`src/rtl/res_station_if.sv`:
```
`default_nettype none
// +----------------------------------------------------------------------+
// | res_station_if                                                       |
// | Issue, common-data-bus and functional-unit handshake signals of one  |
// | reservation station, bundled for the station and its environment.    |
// | Revision: 1.0                                                        |
// +----------------------------------------------------------------------+
interface res_station_if #(
  parameter int DATA_W = 32,
  parameter int TAG_W  = 4
);
  // issue side (control unit)
  logic              issue_en;
  logic [1:0]        issue_op;
  logic [DATA_W-1:0] issue_vj;
  logic [DATA_W-1:0] issue_vk;
  logic [TAG_W-1:0]  issue_qj;
  logic [TAG_W-1:0]  issue_qk;
  logic [TAG_W-1:0]  issue_tag;
  logic              is_full;
  // common data bus
  logic              cdb_valid;
  logic [TAG_W-1:0]  cdb_tag;
  logic [DATA_W-1:0] cdb_data;
  // functional unit handshake
  logic              exec_valid;
  logic              exec_ready;
  logic [1:0]        exec_op;
  logic [DATA_W-1:0] exec_a;
  logic [DATA_W-1:0] exec_b;
  logic [TAG_W-1:0]  exec_tag;

  modport master (
    output issue_en, issue_op, issue_vj, issue_vk, issue_qj, issue_qk,
    output cdb_valid, cdb_tag, cdb_data, exec_ready,
    input  issue_tag, is_full, exec_valid, exec_op, exec_a, exec_b, exec_tag
  );

  modport slave (
    input  issue_en, issue_op, issue_vj, issue_vk, issue_qj, issue_qk,
    input  cdb_valid, cdb_tag, cdb_data, exec_ready,
    output issue_tag, is_full, exec_valid, exec_op, exec_a, exec_b, exec_tag
  );
endinterface
`default_nettype wire

```
`src/rtl/res_station.sv`:
```
`default_nettype none
// +----------------------------------------------------------------------+
// | res_station                                                          |
// | Tomasulo reservation station: holds issued instructions until both   |
// | operands are known, offers ready ones to the functional unit and     |
// | frees an entry when its own tag is broadcast on the CDB.             |
// | Revision: 1.0                                                        |
// +----------------------------------------------------------------------+
module res_station #(
  parameter int DEPTH    = 3,
  parameter int DATA_W   = 32,
  parameter int TAG_W    = 4,
  parameter int TAG_BASE = 1
) (
  input  logic         clk,
  input  logic         rst,
  res_station_if.slave bus
);

  localparam logic [1:0] ST_FREE  = 2'd0;
  localparam logic [1:0] ST_WAIT  = 2'd1;
  localparam logic [1:0] ST_READY = 2'd2;
  localparam logic [1:0] ST_EXEC  = 2'd3;

  // Entry i is permanently identified by tag TAG_BASE+i.
  function automatic logic [TAG_W-1:0] tag_of(input int idx);
    return TAG_W'(TAG_BASE + idx);
  endfunction

  logic [1:0]        state_q [DEPTH];
  logic [1:0]        state_d [DEPTH];
  logic [1:0]        op_q    [DEPTH];
  logic [1:0]        op_d    [DEPTH];
  logic [DATA_W-1:0] vj_q    [DEPTH];
  logic [DATA_W-1:0] vj_d    [DEPTH];
  logic [DATA_W-1:0] vk_q    [DEPTH];
  logic [DATA_W-1:0] vk_d    [DEPTH];
  logic [TAG_W-1:0]  qj_q    [DEPTH];
  logic [TAG_W-1:0]  qj_d    [DEPTH];
  logic [TAG_W-1:0]  qk_q    [DEPTH];
  logic [TAG_W-1:0]  qk_d    [DEPTH];

  logic [DEPTH-1:0]  alloc_oh;
  logic [DEPTH-1:0]  disp_oh;
  logic              alloc_found;
  logic              disp_found;
  logic [TAG_W-1:0]  issue_tag_w;
  logic [1:0]        exec_op_w;
  logic [DATA_W-1:0] exec_a_w;
  logic [DATA_W-1:0] exec_b_w;
  logic [TAG_W-1:0]  exec_tag_w;

  logic cdb_hit;
  logic issue_fire;
  logic dispatch_fire;

  // Entry registers; reset discards every entry, including dispatched ones.
  always_ff @(posedge clk or posedge rst) begin
    if (rst) begin
      for (int i = 0; i < DEPTH; i++) begin
        state_q[i] <= ST_FREE;
        op_q[i]    <= '0;
        vj_q[i]    <= '0;
        vk_q[i]    <= '0;
        qj_q[i]    <= '0;
        qk_q[i]    <= '0;
      end
    end else begin
      for (int i = 0; i < DEPTH; i++) begin
        state_q[i] <= state_d[i];
        op_q[i]    <= op_d[i];
        vj_q[i]    <= vj_d[i];
        vk_q[i]    <= vk_d[i];
        qj_q[i]    <= qj_d[i];
        qk_q[i]    <= qk_d[i];
      end
    end
  end

  // Priority pick of the lowest free entry (allocation) and lowest ready entry (offer).
  always_comb begin
    alloc_oh    = '0;
    disp_oh     = '0;
    alloc_found = 1'b0;
    disp_found  = 1'b0;
    issue_tag_w = tag_of(0);
    exec_op_w   = '0;
    exec_a_w    = '0;
    exec_b_w    = '0;
    exec_tag_w  = tag_of(0);
    for (int i = 0; i < DEPTH; i++) begin
      if (!alloc_found && state_q[i] == ST_FREE) begin
        alloc_found = 1'b1;
        alloc_oh[i] = 1'b1;
        issue_tag_w = tag_of(i);
      end
      if (!disp_found && state_q[i] == ST_READY) begin
        disp_found = 1'b1;
        disp_oh[i] = 1'b1;
        exec_op_w  = op_q[i];
        exec_a_w   = vj_q[i];
        exec_b_w   = vk_q[i];
        exec_tag_w = tag_of(i);
      end
    end
  end

  // Per-entry next state: each state reacts to exactly one event class, so
  // issue, capture, dispatch and release never collide on the same entry.
  always_comb begin
    cdb_hit       = bus.cdb_valid && (bus.cdb_tag != '0);
    issue_fire    = bus.issue_en && alloc_found;
    dispatch_fire = disp_found && bus.exec_ready;
    for (int i = 0; i < DEPTH; i++) begin
      state_d[i] = state_q[i];
      op_d[i]    = op_q[i];
      vj_d[i]    = vj_q[i];
      vk_d[i]    = vk_q[i];
      qj_d[i]    = qj_q[i];
      qk_d[i]    = qk_q[i];
      case (state_q[i])
        ST_FREE: begin
          if (issue_fire && alloc_oh[i]) begin
            op_d[i] = bus.issue_op;
            // A source produced on the CDB this very cycle is taken directly.
            if (cdb_hit && bus.issue_qj == bus.cdb_tag) begin
              vj_d[i] = bus.cdb_data;
              qj_d[i] = '0;
            end else begin
              vj_d[i] = bus.issue_vj;
              qj_d[i] = bus.issue_qj;
            end
            if (cdb_hit && bus.issue_qk == bus.cdb_tag) begin
              vk_d[i] = bus.cdb_data;
              qk_d[i] = '0;
            end else begin
              vk_d[i] = bus.issue_vk;
              qk_d[i] = bus.issue_qk;
            end
            state_d[i] = (qj_d[i] == '0 && qk_d[i] == '0) ? ST_READY : ST_WAIT;
          end
        end
        ST_WAIT: begin
          if (cdb_hit && qj_q[i] == bus.cdb_tag) begin
            vj_d[i] = bus.cdb_data;
            qj_d[i] = '0;
          end
          if (cdb_hit && qk_q[i] == bus.cdb_tag) begin
            vk_d[i] = bus.cdb_data;
            qk_d[i] = '0;
          end
          if (qj_d[i] == '0 && qk_d[i] == '0) begin
            state_d[i] = ST_READY;
          end
        end
        ST_READY: begin
          if (dispatch_fire && disp_oh[i]) begin
            state_d[i] = ST_EXEC;
          end
        end
        default: begin
          if (cdb_hit && bus.cdb_tag == tag_of(i)) begin
            state_d[i] = ST_FREE;
          end
        end
      endcase
    end
  end

  assign bus.issue_tag  = issue_tag_w;
  assign bus.is_full    = !alloc_found;
  assign bus.exec_valid = disp_found;
  assign bus.exec_op    = exec_op_w;
  assign bus.exec_a     = exec_a_w;
  assign bus.exec_b     = exec_b_w;
  assign bus.exec_tag   = exec_tag_w;

endmodule
`default_nettype wire

```
`src/flat_wrapper.sv`:
```
// flat-port wrapper written by rule: the top's interface ports become plain ports
module res_station_flat 
#(
  parameter int DEPTH    = 3,
  parameter int DATA_W   = 32,
  parameter int TAG_W    = 4,
  parameter int TAG_BASE = 1
)
  (clk, rst, bus_issue_en, bus_issue_op, bus_issue_vj, bus_issue_vk, bus_issue_qj, bus_issue_qk, bus_cdb_valid, bus_cdb_tag, bus_cdb_data, bus_exec_ready, bus_issue_tag, bus_is_full, bus_exec_valid, bus_exec_op, bus_exec_a, bus_exec_b, bus_exec_tag);
  res_station_if #(.DATA_W(DATA_W), .TAG_W(TAG_W)) bus_i ();
  input  logic clk;
  input  logic rst;
  input wire logic [$bits(bus_i.issue_en)-1:0] bus_issue_en;
  input wire logic [$bits(bus_i.issue_op)-1:0] bus_issue_op;
  input wire logic [$bits(bus_i.issue_vj)-1:0] bus_issue_vj;
  input wire logic [$bits(bus_i.issue_vk)-1:0] bus_issue_vk;
  input wire logic [$bits(bus_i.issue_qj)-1:0] bus_issue_qj;
  input wire logic [$bits(bus_i.issue_qk)-1:0] bus_issue_qk;
  input wire logic [$bits(bus_i.cdb_valid)-1:0] bus_cdb_valid;
  input wire logic [$bits(bus_i.cdb_tag)-1:0] bus_cdb_tag;
  input wire logic [$bits(bus_i.cdb_data)-1:0] bus_cdb_data;
  input wire logic [$bits(bus_i.exec_ready)-1:0] bus_exec_ready;
  output wire logic [$bits(bus_i.issue_tag)-1:0] bus_issue_tag;
  output wire logic [$bits(bus_i.is_full)-1:0] bus_is_full;
  output wire logic [$bits(bus_i.exec_valid)-1:0] bus_exec_valid;
  output wire logic [$bits(bus_i.exec_op)-1:0] bus_exec_op;
  output wire logic [$bits(bus_i.exec_a)-1:0] bus_exec_a;
  output wire logic [$bits(bus_i.exec_b)-1:0] bus_exec_b;
  output wire logic [$bits(bus_i.exec_tag)-1:0] bus_exec_tag;
  assign bus_i.issue_en = bus_issue_en;
  assign bus_i.issue_op = bus_issue_op;
  assign bus_i.issue_vj = bus_issue_vj;
  assign bus_i.issue_vk = bus_issue_vk;
  assign bus_i.issue_qj = bus_issue_qj;
  assign bus_i.issue_qk = bus_issue_qk;
  assign bus_i.cdb_valid = bus_cdb_valid;
  assign bus_i.cdb_tag = bus_cdb_tag;
  assign bus_i.cdb_data = bus_cdb_data;
  assign bus_i.exec_ready = bus_exec_ready;
  assign bus_issue_tag = bus_i.issue_tag;
  assign bus_is_full = bus_i.is_full;
  assign bus_exec_valid = bus_i.exec_valid;
  assign bus_exec_op = bus_i.exec_op;
  assign bus_exec_a = bus_i.exec_a;
  assign bus_exec_b = bus_i.exec_b;
  assign bus_exec_tag = bus_i.exec_tag;
  res_station #(.DEPTH(DEPTH), .DATA_W(DATA_W), .TAG_W(TAG_W), .TAG_BASE(TAG_BASE)) u_core (.clk(clk), .rst(rst), .bus(bus_i));
endmodule
```
`config.mk`:
```
export PLATFORM = sky130hd
export DESIGN_NAME = res_station_flat
export DESIGN_NICKNAME = d
export VERILOG_FILES = /design/src/rtl/res_station_if.sv /design/src/rtl/res_station.sv /design/src/flat_wrapper.sv
export SDC_FILE = /design/constraint.sdc
export NUM_CORES = 1
export LEC_CHECK = 0
export CAP_MARGIN = 40
export CORE_MARGIN = 2
export CORE_UTILIZATION = 55
export CTS_CLUSTER_DIAMETER = 200
export CTS_CLUSTER_SIZE = 8
export DETAILED_ROUTE_END_ITERATION = 8
export PLACE_DENSITY = 0.9
export SLEW_MARGIN = 5
export SYNTH_ARGS = -nofsm -noshare
export SYNTH_HDL_FRONTEND = slang
export SYNTH_SLANG_ARGS = --single-unit
```
`constraint.sdc`:
```
create_clock -name clk -period 10.4 [get_ports clk]
set_input_delay 1.56 -clock clk [delete_from_list [all_inputs] [get_ports clk]]
set_output_delay 1.56 -clock clk [all_outputs]
set_load 0.05 [all_outputs]
```
==> results of run 1 <==
-- sequential cells by signal, summed over array words and instances, names as in the netlist --
name,cells
u_core.op_q,6
u_core.state_q,6
u_core.qk_q,12
u_core.qj_q,12
u_core.vj_q,96
u_core.vk_q,96
-- routing by layer --
metal	vias up	part of all wire
li1	5103	-
met1	5413	0.40
met2	654	0.48
met3	122	0.085
met4	0	0.039
met5	-	0
-- cell usage after synthesis, types with 3 or more instances --
| master | n |
|---|---|
| nand2_1 | 323 |
| dfrtp_1 | 228 |
| mux2i_1 | 195 |
| o21ai_0 | 178 |
| o21ai_1 | 90 |
| clkbuf_1 | 62 |
| nor2_1 | 59 |
| a21oi_1 | 48 |
| a22oi_1 | 21 |
| xor2_1 | 20 |
| buf_4 | 18 |
| a22o_1 | 16 |
| buf_2 | 14 |
| ha_1 | 12 |
| inv_1 | 12 |
| xnor2_1 | 12 |
| a32o_1 | 8 |
| buf_1 | 7 |
| nand3_1 | 7 |
| nor4_1 | 7 |
| a21oi_4 | 6 |
| a31oi_1 | 6 |
| buf_8 | 6 |
| mux2_2 | 5 |
| a21o_1 | 4 |
| and2_1 | 3 |
| buf_6 | 3 |
| nand2b_1 | 3 |
| nand4_1 | 3 |
| nor3b_1 | 3 |
-- logic make-up (layout without fill, tap and decap cells) --
family | count (synthesis) | in the layout | synth area share
flip-flops | 228 | 228 | 0.449
XOR/XNOR | 32 | 32 | 0.0220
AO/OA/AOI/OAI | 390 | 390 | 0.176
multiplexers | 200 | 200 | 0.158
AND/OR/NAND/NOR | 418 | 418 | 0.133
other | 1 | 5 | 0.000295
buffers and inverters | 122 | 255 | 0.0498
adder cells (fa/ha/maj) | 12 | 12 | 0.0118
-- area by class of cell --
| class | count | area share |
|---|---|---|
| timing repair buffer | 205 | 0.131 |
| multi-input combinational | 1056 | 0.414 |
| inverter | 12 | 0.00338 |
| clock buffer | 37 | 0.0596 |
| tap | 285 | 0.0230 |
| sequential | 228 | 0.367 |
| clock inverter | 1 | 0.00193 |
| antenna | 1 | 0.000161 |
-- stage by stage --
stage          std cells  instance area, sq um  hold WS (ns)
4_1_cts             1824                 15500         0.481
3_5_place_dp        1786                 14600         0.470
5_1_grt             1825                 15500         0.496
3_3_place_gp        1784                 14500         0.459
6_report            1825                 15500         0.478
2_1_floorplan       1406                 12700         0.446
-- where the power goes --
group          leakage, nW  internal, mW  switching, mW
combinational         4.11          1.10           2.15
sequential            2.84          1.33          0.258
clock                0.470         0.644          0.375
total                 7.41          3.08           2.79
-- cell usage in the layout, fill, tap and decap left out, types with 3 or more instances in the layout --
master,Yosys,routed
nand2_1,323,320
dfrtp_1,228,228
mux2i_1,195,195
clkdlybuf4s50_1,0,186
o21ai_0,178,178
o21ai_1,90,90
nor2_1,59,59
a21oi_1,48,48
clkbuf_16,0,37
a22oi_1,21,21
xor2_1,20,20
buf_4,18,17
a22o_1,16,16
xnor2_1,12,12
inv_1,12,11
ha_1,12,9
a32o_1,8,8
nor4_1,7,7
nand3_1,7,7
a31oi_1,6,6
a21oi_4,6,6
mux2_2,5,5
conb_1,1,4
nor3b_1,3,3
and2_1,3,3
nand2b_1,3,3
nand4_1,3,3
nand2_2,0,3
-- how the worst max path moves through the flow --
stage | depth (start not counted) | slack [ns] | endpoint
finish | 6 | 5.05 | bus_exec_b[30]
global route | 6 | 4.88 | bus_exec_b[1]
CTS | 6 | 5.10 | bus_exec_b[18]
detailed placement | 7 | 5.38 | u_core.vj_q[91]
global placement | 7 | 5.48 | u_core.vj_q[50]
floorplan | 1 | 2.59 | u_core.op_q[0]
-- worst max-delay path, stage by stage (launching register included) --
cell and delay, ns:
dfrtp_1 0.41, inv_1 0.16, ha_4 0.55, buf_4 0.71, a21oi_1 0.16, o21ai_0 0.35, clkdlybuf4s50_1 0.88
==> impl_results.md, run 1 <==
* Seq cells post-synth at roughly 230
* Sequential share of the synthesized area at 0.449
* Post-synth top area cell: dfrtp_1
* Initial core utilization at 0.561
* # clock sinks at around 230
* Slew Limit Headroom at 0.387
* GRT overflow at 0
* Top_reg_cell synth: dfrtp_1
* I/O pin count at about 190
* Fillcell total at 1668
* Clk root buf: clkbuf_16
* Hold_sp: u_core.vk_q[83]
* Unrepaired setup endpoints after global routing: no
* Fraction of synthesized cell area taken by the top area cell type at 0.449
* Max frequency at between 0.15 and 0.2 GHz
* Final setup fails at 0
* HP Class: flip-flop to flip-flop
* Clock slew at reported path FFs at around 0.05 ns
* Met3 usage at 0.0531
* Crit path max fanout at 70
* Critical Path Source Type: flip-flop
* Num CTS Buffers at 34
* H-tree depth at 2
* First-pass GRT wire length at 58.8 mm
* Worst-margin pin slew at 0.919 ns
* Hold Vio Cnt, Final at 0
* Synth warnings at 0
* Antenna violations before repair at 1
* Critical Path Start: u_core.state_q[2]
* Worst-skew pair later-pin latency at 0.50 ns
* Core box area at between 0.02 and 0.025 sq mm
* Worst r2r path cells at 9
* Tot Pwr at between 5 and 6 mW
* # rows at between 50 and 60
* Max Transition Viols Final at 0
* Worst Skew at between 0.01 and 0.015 ns
* Reg2Reg Setup Slack at 7.15 ns
* Detailed Route Iter0 Violations at between 900 and 1000
* Leak at between 7 and 8 nW
* WHS Path Cells at 2
* Setup TNS at 0 ns
* Synth cell types at 49
* Routability Congestion at approximately 0.95
* GR Layer Usage met2 at 0.497
* Final Core Density at 0.686
* Vias in the first global route at approximately 11000
* Max IR drop VDD at between 0.2 and 0.3 mV
* Final Routed Wirelength at about 37 mm
* Syn Area/Cell at 9.06 sq um
* Post-DP HPWL at 23.3 mm
* Post-place setup slack at around 5.4 ns
* P&R area growth vs syn at 22.2%
* FF-to-FF End: u_core.state_q[4]
* Die area at roughly 0.024 sq mm
* CP endpoint kind: primary output
* Post-cts resize count at 0
* Met1 Use GR at 0.394
* Setup WS post-layout at 5.05 ns
* Largest net degree at the start of global routing at between 90 and 100
* Power Density at ~380 mW/mm^2
* Fraction of the cycle the final worst path needs at 0.514
* Mapped Area at roughly 0.013 sq mm
* Post-synth ARST share at 1.00
* Multi-input logic area at ~0.0064 sq mm
* Drt pass-1 iters at 6
* Hold endpoint: u_core.vk_q[83]
* Die W at 156 um
* Setup Buffers After CTS at 0
* Die Y at roughly 160 um
* Status: finished clean
* DR vias at between 10000 and 15000
* WS Path Type: flip-flop to primary output
* Worst EP arrival at ~3.8 ns
* Layout cell share with drive strength beyond 1 at 0.0552
* Register area at around 0.0057 sq mm
* GRT busiest layer: met2
* RR Startpoint: u_core.state_q[4]
* Vias per cell at ~6.2
* Min Tclk post-route at around 5.3 ns
* CTS tree: yes
* Cells after synthesis at 1403
* Worst endpoint required time at just under 9 ns
* GRT Overall Usage at 0.304
* Maxcap violations at 0
* Buffers on Ports at 186
* Area contributors post-synth: dfrtp_1, mux2i_1, nand2_1, o21ai_0, o21ai_1
* CTS Hold Bufs at 0
* Drt wl/cell at approximately 20 um
* Routed Antenna Nets at 0
* EDFF count, synth at 0
* Nets@finish at 1664
* Bufs on Longest Clock Path at 3
* DRC Markers at 0
(Power assumes the default switching activity.)
==> run 2, diff against run 1 <==
- clock period: 10.4 -> 5.2 ns (I/O delays scaled with it)
==> impl_results.md, run 2 (synthesized netlist as in run 1, its figures left out) <==
* Status: finished clean
* Clock slew at reported path FFs at approximately 0.06 ns
* # clock sinks at between 200 and 250
* Num CTS Buffers at 34
* Drt pass-1 iters at 6
* Cell area after placement at approximately 0.015 sq mm
* DR vias at 11400
* Min Tclk post-route at around 4.2 ns
* Worst-margin pin slew at about 0.96 ns
* Largest stage delay, worst path at ~0.9 ns
* Fin area at roughly 0.016 sq mm
* H-tree depth at 2
* CTS tree: yes
* Die area at approximately 0.024 sq mm
* Detailed Route Iter0 Violations at between 1000 and 1500
* Worst EP arrival at between 3 and 4 ns
* Worst-path cell chain: inv_1, ha_4, buf_4, a21oi_1, o21ai_0, clkdlybuf4s50_1
* Initial core utilization at 0.561
* Largest net degree at the start of global routing at roughly 150
* Layout cell share with drive strength beyond 1 at 0.0583
* Max IR drop VDD at ~0.41 mV
* Final Routed Wirelength at ~38 mm
* GRT Overall Usage at 0.308
* Fraction of the cycle the final worst path needs at 0.805
* Core box area at 0.0226 sq mm
* WS Path Type: flip-flop to primary output
* Unrepaired setup endpoints after global routing: no
* Worst hold margin at ~0.47 ns
* I/O pin count at roughly 190
* Post-cts resize count at 0
* Max frequency at 0.239 GHz
* Setup TNS at 0 ns
* DRC Markers at 0
* Post-place setup slack at between 1 and 1.5 ns
* Die Y at roughly 160 um
* GRT overflow at 0
* First-pass GRT wire length at approximately 60 mm
* Buffers on Ports at roughly 190
* Antenna violations before repair at 1
* Worst Skew at between 0.015 and 0.02 ns
* Power Density at around 760 mW/mm^2
* Worst endpoint required time at 4.42 ns
* Clk root buf: clkbuf_16
* Most common cell after layout, fill and taps aside: nand2_1
* Die W at roughly 160 um
* Crit path max fanout at 53
* Most frequent cells in the layout: nand2_1, dfrtp_1, mux2i_1
* Reg2Reg Setup Slack at approximately 2.3 ns
* P&R area growth vs syn at 22.6%
* Worst-skew pair later-pin latency at about 0.50 ns
* Final setup fails at 0
* Top flop regs: u_core.vj_q x96, u_core.vk_q x96
* Setup Buffers After CTS at 0
* Vias per cell at around 6.2
* Post-DP HPWL at between 20 and 25 mm
* Drt wl/cell at a little over 20 um
* Slew Limit Headroom at 0.361
* Vias in the first global route at roughly 11000
* Routed Antenna Nets at 0
* Tot Pwr at 11.8 mW
* Hold Vio Cnt, Final at 0
* Worst-path cell with the longest stage delay: clkdlybuf4s50_1
* Critical Path Source Type: flip-flop
* Setup WS post-layout at between 1 and 1.5 ns
* Nets@finish at between 1500 and 2000
* Routability Congestion at 0.919
* # rows at 55
* Max Transition Viols Final at 0
* HP Class: flip-flop to flip-flop
* Leak at around 7.4 nW
* Bufs on Longest Clock Path at 3
* CTS Hold Bufs at 0
* Maxcap violations at 0
* CP endpoint kind: primary output
==> run 2: changes by cell type in the layout (fill, tap and decap cells not counted), sizes merged <==
| cell | previous run | this run |
|---|---|---|
| buf | 19 | 25 |
| clkinvlp | 0 | 1 |
| clkbuf | 37 | 35 |
==> run 2: area by class of cell <==
cell class | count | area, sq um
diodes | 1 | 2.50
clock buffers | 35 | 876
clock inverters | 2 | 38.8
fillers | 1644 | 7060
inverters | 12 | 48.8
multi-input cells | 1056 | 6420
flip-flops and latches | 228 | 5710
well taps | 285 | 357
repair buffers | 211 | 2130
==> run 2: power breakdown <==
group / switching, mW / leakage, nW / internal [mW]
Combinational: 4.33 / 4.15 / 2.29
Sequential: 0.540 / 2.84 / 2.67
Clock: 0.757 / 0.450 / 1.23
==> run 2: worst paths after layout <==
kind	startpoint	to	cells past startpoint
max	u_core.state_q[2]	bus_exec_a[28]	6
min	u_core.vk_q[75]	u_core.vk_q[75]	2
max reg2reg	u_core.state_q[5]	u_core.vj_q[73]	7
min reg2reg	u_core.vk_q[75]	u_core.vk_q[75]	2
max in group asynchronous	rst	u_core.op_q[3]	3
min in group asynchronous	rst	u_core.vk_q[23]	2
==> run 2: stage by stage <==
step	cells	util
floorplan	1406	-
global placement	1788	0.644
detailed placement	1792	0.648
CTS	1829	0.688
global route	1830	0.688
finish	1830	0.688
==> run 2: worst max-delay path: cells and delay by family, from the launching register on <==
kind            cells  cell delay (ns)
fa+ha+maj           1             0.37
compound gates      2             0.54
buf+inv             3             1.57
flops               1             0.41
==> run 2: metal layers <==
metal / up-vias / wire [um] / share of wire / track usage
met5: - / 0 / 0 / 0
met4: 0 / 1360 / 0.036 / 0.129
met3: 113 / 3260 / 0.086 / 0.0481
met2: 612 / 18300 / 0.49 / 0.514
met1: 5533 / 14800 / 0.39 / 0.401
li1: 5126 / - / - / -
==> run 3, diff against run 2 <==
- CORE_UTILIZATION: 55 -> 50
- PLACE_DENSITY: 0.9 -> 0.87
- clock period: 5.2 -> 3.7 ns (I/O delays scaled with it)
==> impl_results.md, run 3 (synthesized netlist as in run 1, its figures left out) <==
* Worst Skew at 0.00867 ns
* Die area at between 0.02 and 0.03 sq mm
* Worst-skew pair later-pin latency at ~0.50 ns
* Worst-margin pin slew at just over 0.7 ns
* Final Non-Filler Cells at roughly 1900
* DRC Markers at 0
* Setup WS post-layout at 0.125 ns
* Setup TNS at 0 ns
* Die W at 163 um
* Unrepaired setup endpoints after global routing: no
* Min Tclk post-route at 3.58 ns
* Most common cell after layout, fill and taps aside: nand2_1
* # placed instances at 1847
* Worst EP arrival at roughly 3 ns
* Max Transition Viols Final at 0
* Drt wl/cell at between 15 and 20 um
* Num CTS Buffers at 34
* Top flop regs: u_core.vj_q x96, u_core.vk_q x96
* P&R area growth vs syn at 24.6%
* Fraction of the cycle the final worst path needs at 0.966
* Reg2Reg Setup Slack at between 0.9 and 1 ns
* Max frequency at 0.280 GHz
* Clock slew at reported path FFs at about 0.050 ns
* Max IR drop VDD at 0.561 mV
* GRT Overall Usage at 0.277
* WL met1 at approximately 15 mm
* Layout cell share with drive strength beyond 1 at 0.0777
* Worst hold margin at 0.478 ns
* Fin area at approximately 0.016 sq mm
* Buffers on Ports at 186
* Bufs on Longest Clock Path at 3
* Maxcap violations at 0
* Nets@finish at about 1700
* Routability Congestion at between 0.8 and 0.9
* Multi-input logic area at about 0.0064 sq mm
* Critical Path Source Type: flip-flop
* Largest net degree at the start of global routing at between 100 and 150
* Met3 routed WL at 2.97 mm
* Status: finished clean
* # clock sinks at approximately 230
* Initial core utilization at 0.508
* Register area at between 0.005 and 0.006 sq mm
* DR vias at between 10000 and 15000
* Slew Limit Headroom at 0.522
* Worst endpoint required time at approximately 3.1 ns
* Cell area after placement at 0.0148 sq mm
* HP Class: flip-flop to flip-flop
* I/O pin count at about 190
* First-pass GRT wire length at approximately 59 mm
* CTS tree: yes
* Drt pass-1 iters at 5
* Final Core Density at 0.633
* Clk root buf: clkbuf_16
* Power Density at 1050 mW/mm^2
* WS Path Type: flip-flop to primary output
* Post-DP HPWL at 24.1 mm
* Leak at between 7 and 8 nW
* Hold Vio Cnt, Final at 0
* Final setup fails at 0
* Max Used Layer: met4
* CP endpoint kind: primary output
* Most frequent cells in the layout: nand2_1, dfrtp_1, mux2i_1
* Tot Pwr at 16.7 mW
* Vias in the first global route at 11200
* Met2 WL at about 18 mm
* Detailed Route Iter0 Violations at around 1200
* Core box area at roughly 0.025 sq mm
* H-tree depth at 2
* Crit path max fanout at 28
* Fillcell total at a little under 2000
* Antenna violations before repair at 0
* GRT overflow at 0
* # rows at between 50 and 60
* Final Routed Wirelength at roughly 37 mm
* Die Y at between 150 and 200 um
* Vias per cell at between 5 and 6
* Routed Antenna Nets at 0
* Post-place setup slack at roughly 0.51 ns
## run 3: changes by cell type in the layout (fill, tap and decap cells not counted)
cell / change
clkdlybuf4s50_1: -33
buf_4: +23
dlymetal6s2s_1: +13
buf_12: +6
clkbuf_16: +2
dlygate4sd2_1: +2
buf_8: +1
inv_6: -1
## run 3: where the power goes
part | internal, mW | total [mW] | switching [mW]
clock | 1.81 | 2.85 | 1.04
combinational | 3.28 | 9.36 | 6.08
sequential | 3.75 | 4.48 | 0.736
total | 8.83 | 16.7 | 7.86
## run 3: layer usage
metal / up-vias / global-route usage
met5: - / 0
met4: 0 / 0.0986
met3: 90 / 0.0401
met2: 581 / 0.457
met1: 5474 / 0.373
li1: 5158 / -
## run 3: worst paths after layout
check / cells after the start / endpoint / start
max reg2reg: 8 / u_core.vj_q[85] / u_core.state_q[5]
min in group asynchronous: 3 / u_core.vk_q[59] / rst
min reg2reg: 2 / u_core.vj_q[79] / u_core.vj_q[79]
min: 2 / u_core.vj_q[79] / u_core.vj_q[79]
max in group asynchronous: 3 / u_core.vj_q[76] / rst
max: 6 / bus_exec_b[2] / u_core.state_q[2]
## run 3: cell type report
cell class,count,area share
timing repair buffer,223,0.145
antenna,1,0.000158
inverter,12,0.00308
multi-input combinational,1056,0.406
sequential,228,0.360
clock inverter,1,0.00190
tap,330,0.0261
clock buffer,37,0.0585
## run 3: critical path: stages (launching register included)
cell and delay (ns):
dfrtp_1 0.42, inv_1 0.16, ha_4 0.46, buf_4 0.37, a21oi_1 0.12, o21ai_0 0.16, clkdlybuf4s50_1 0.83
## run 3: what timing repair did
item	4_1_cts	5_1_grt
hold buffers	0	0
pin swaps	0	0
endpoints found under the setup margin	17	21
setup buffers	1	1
gates cloned	0	0
resized for setup	2	13
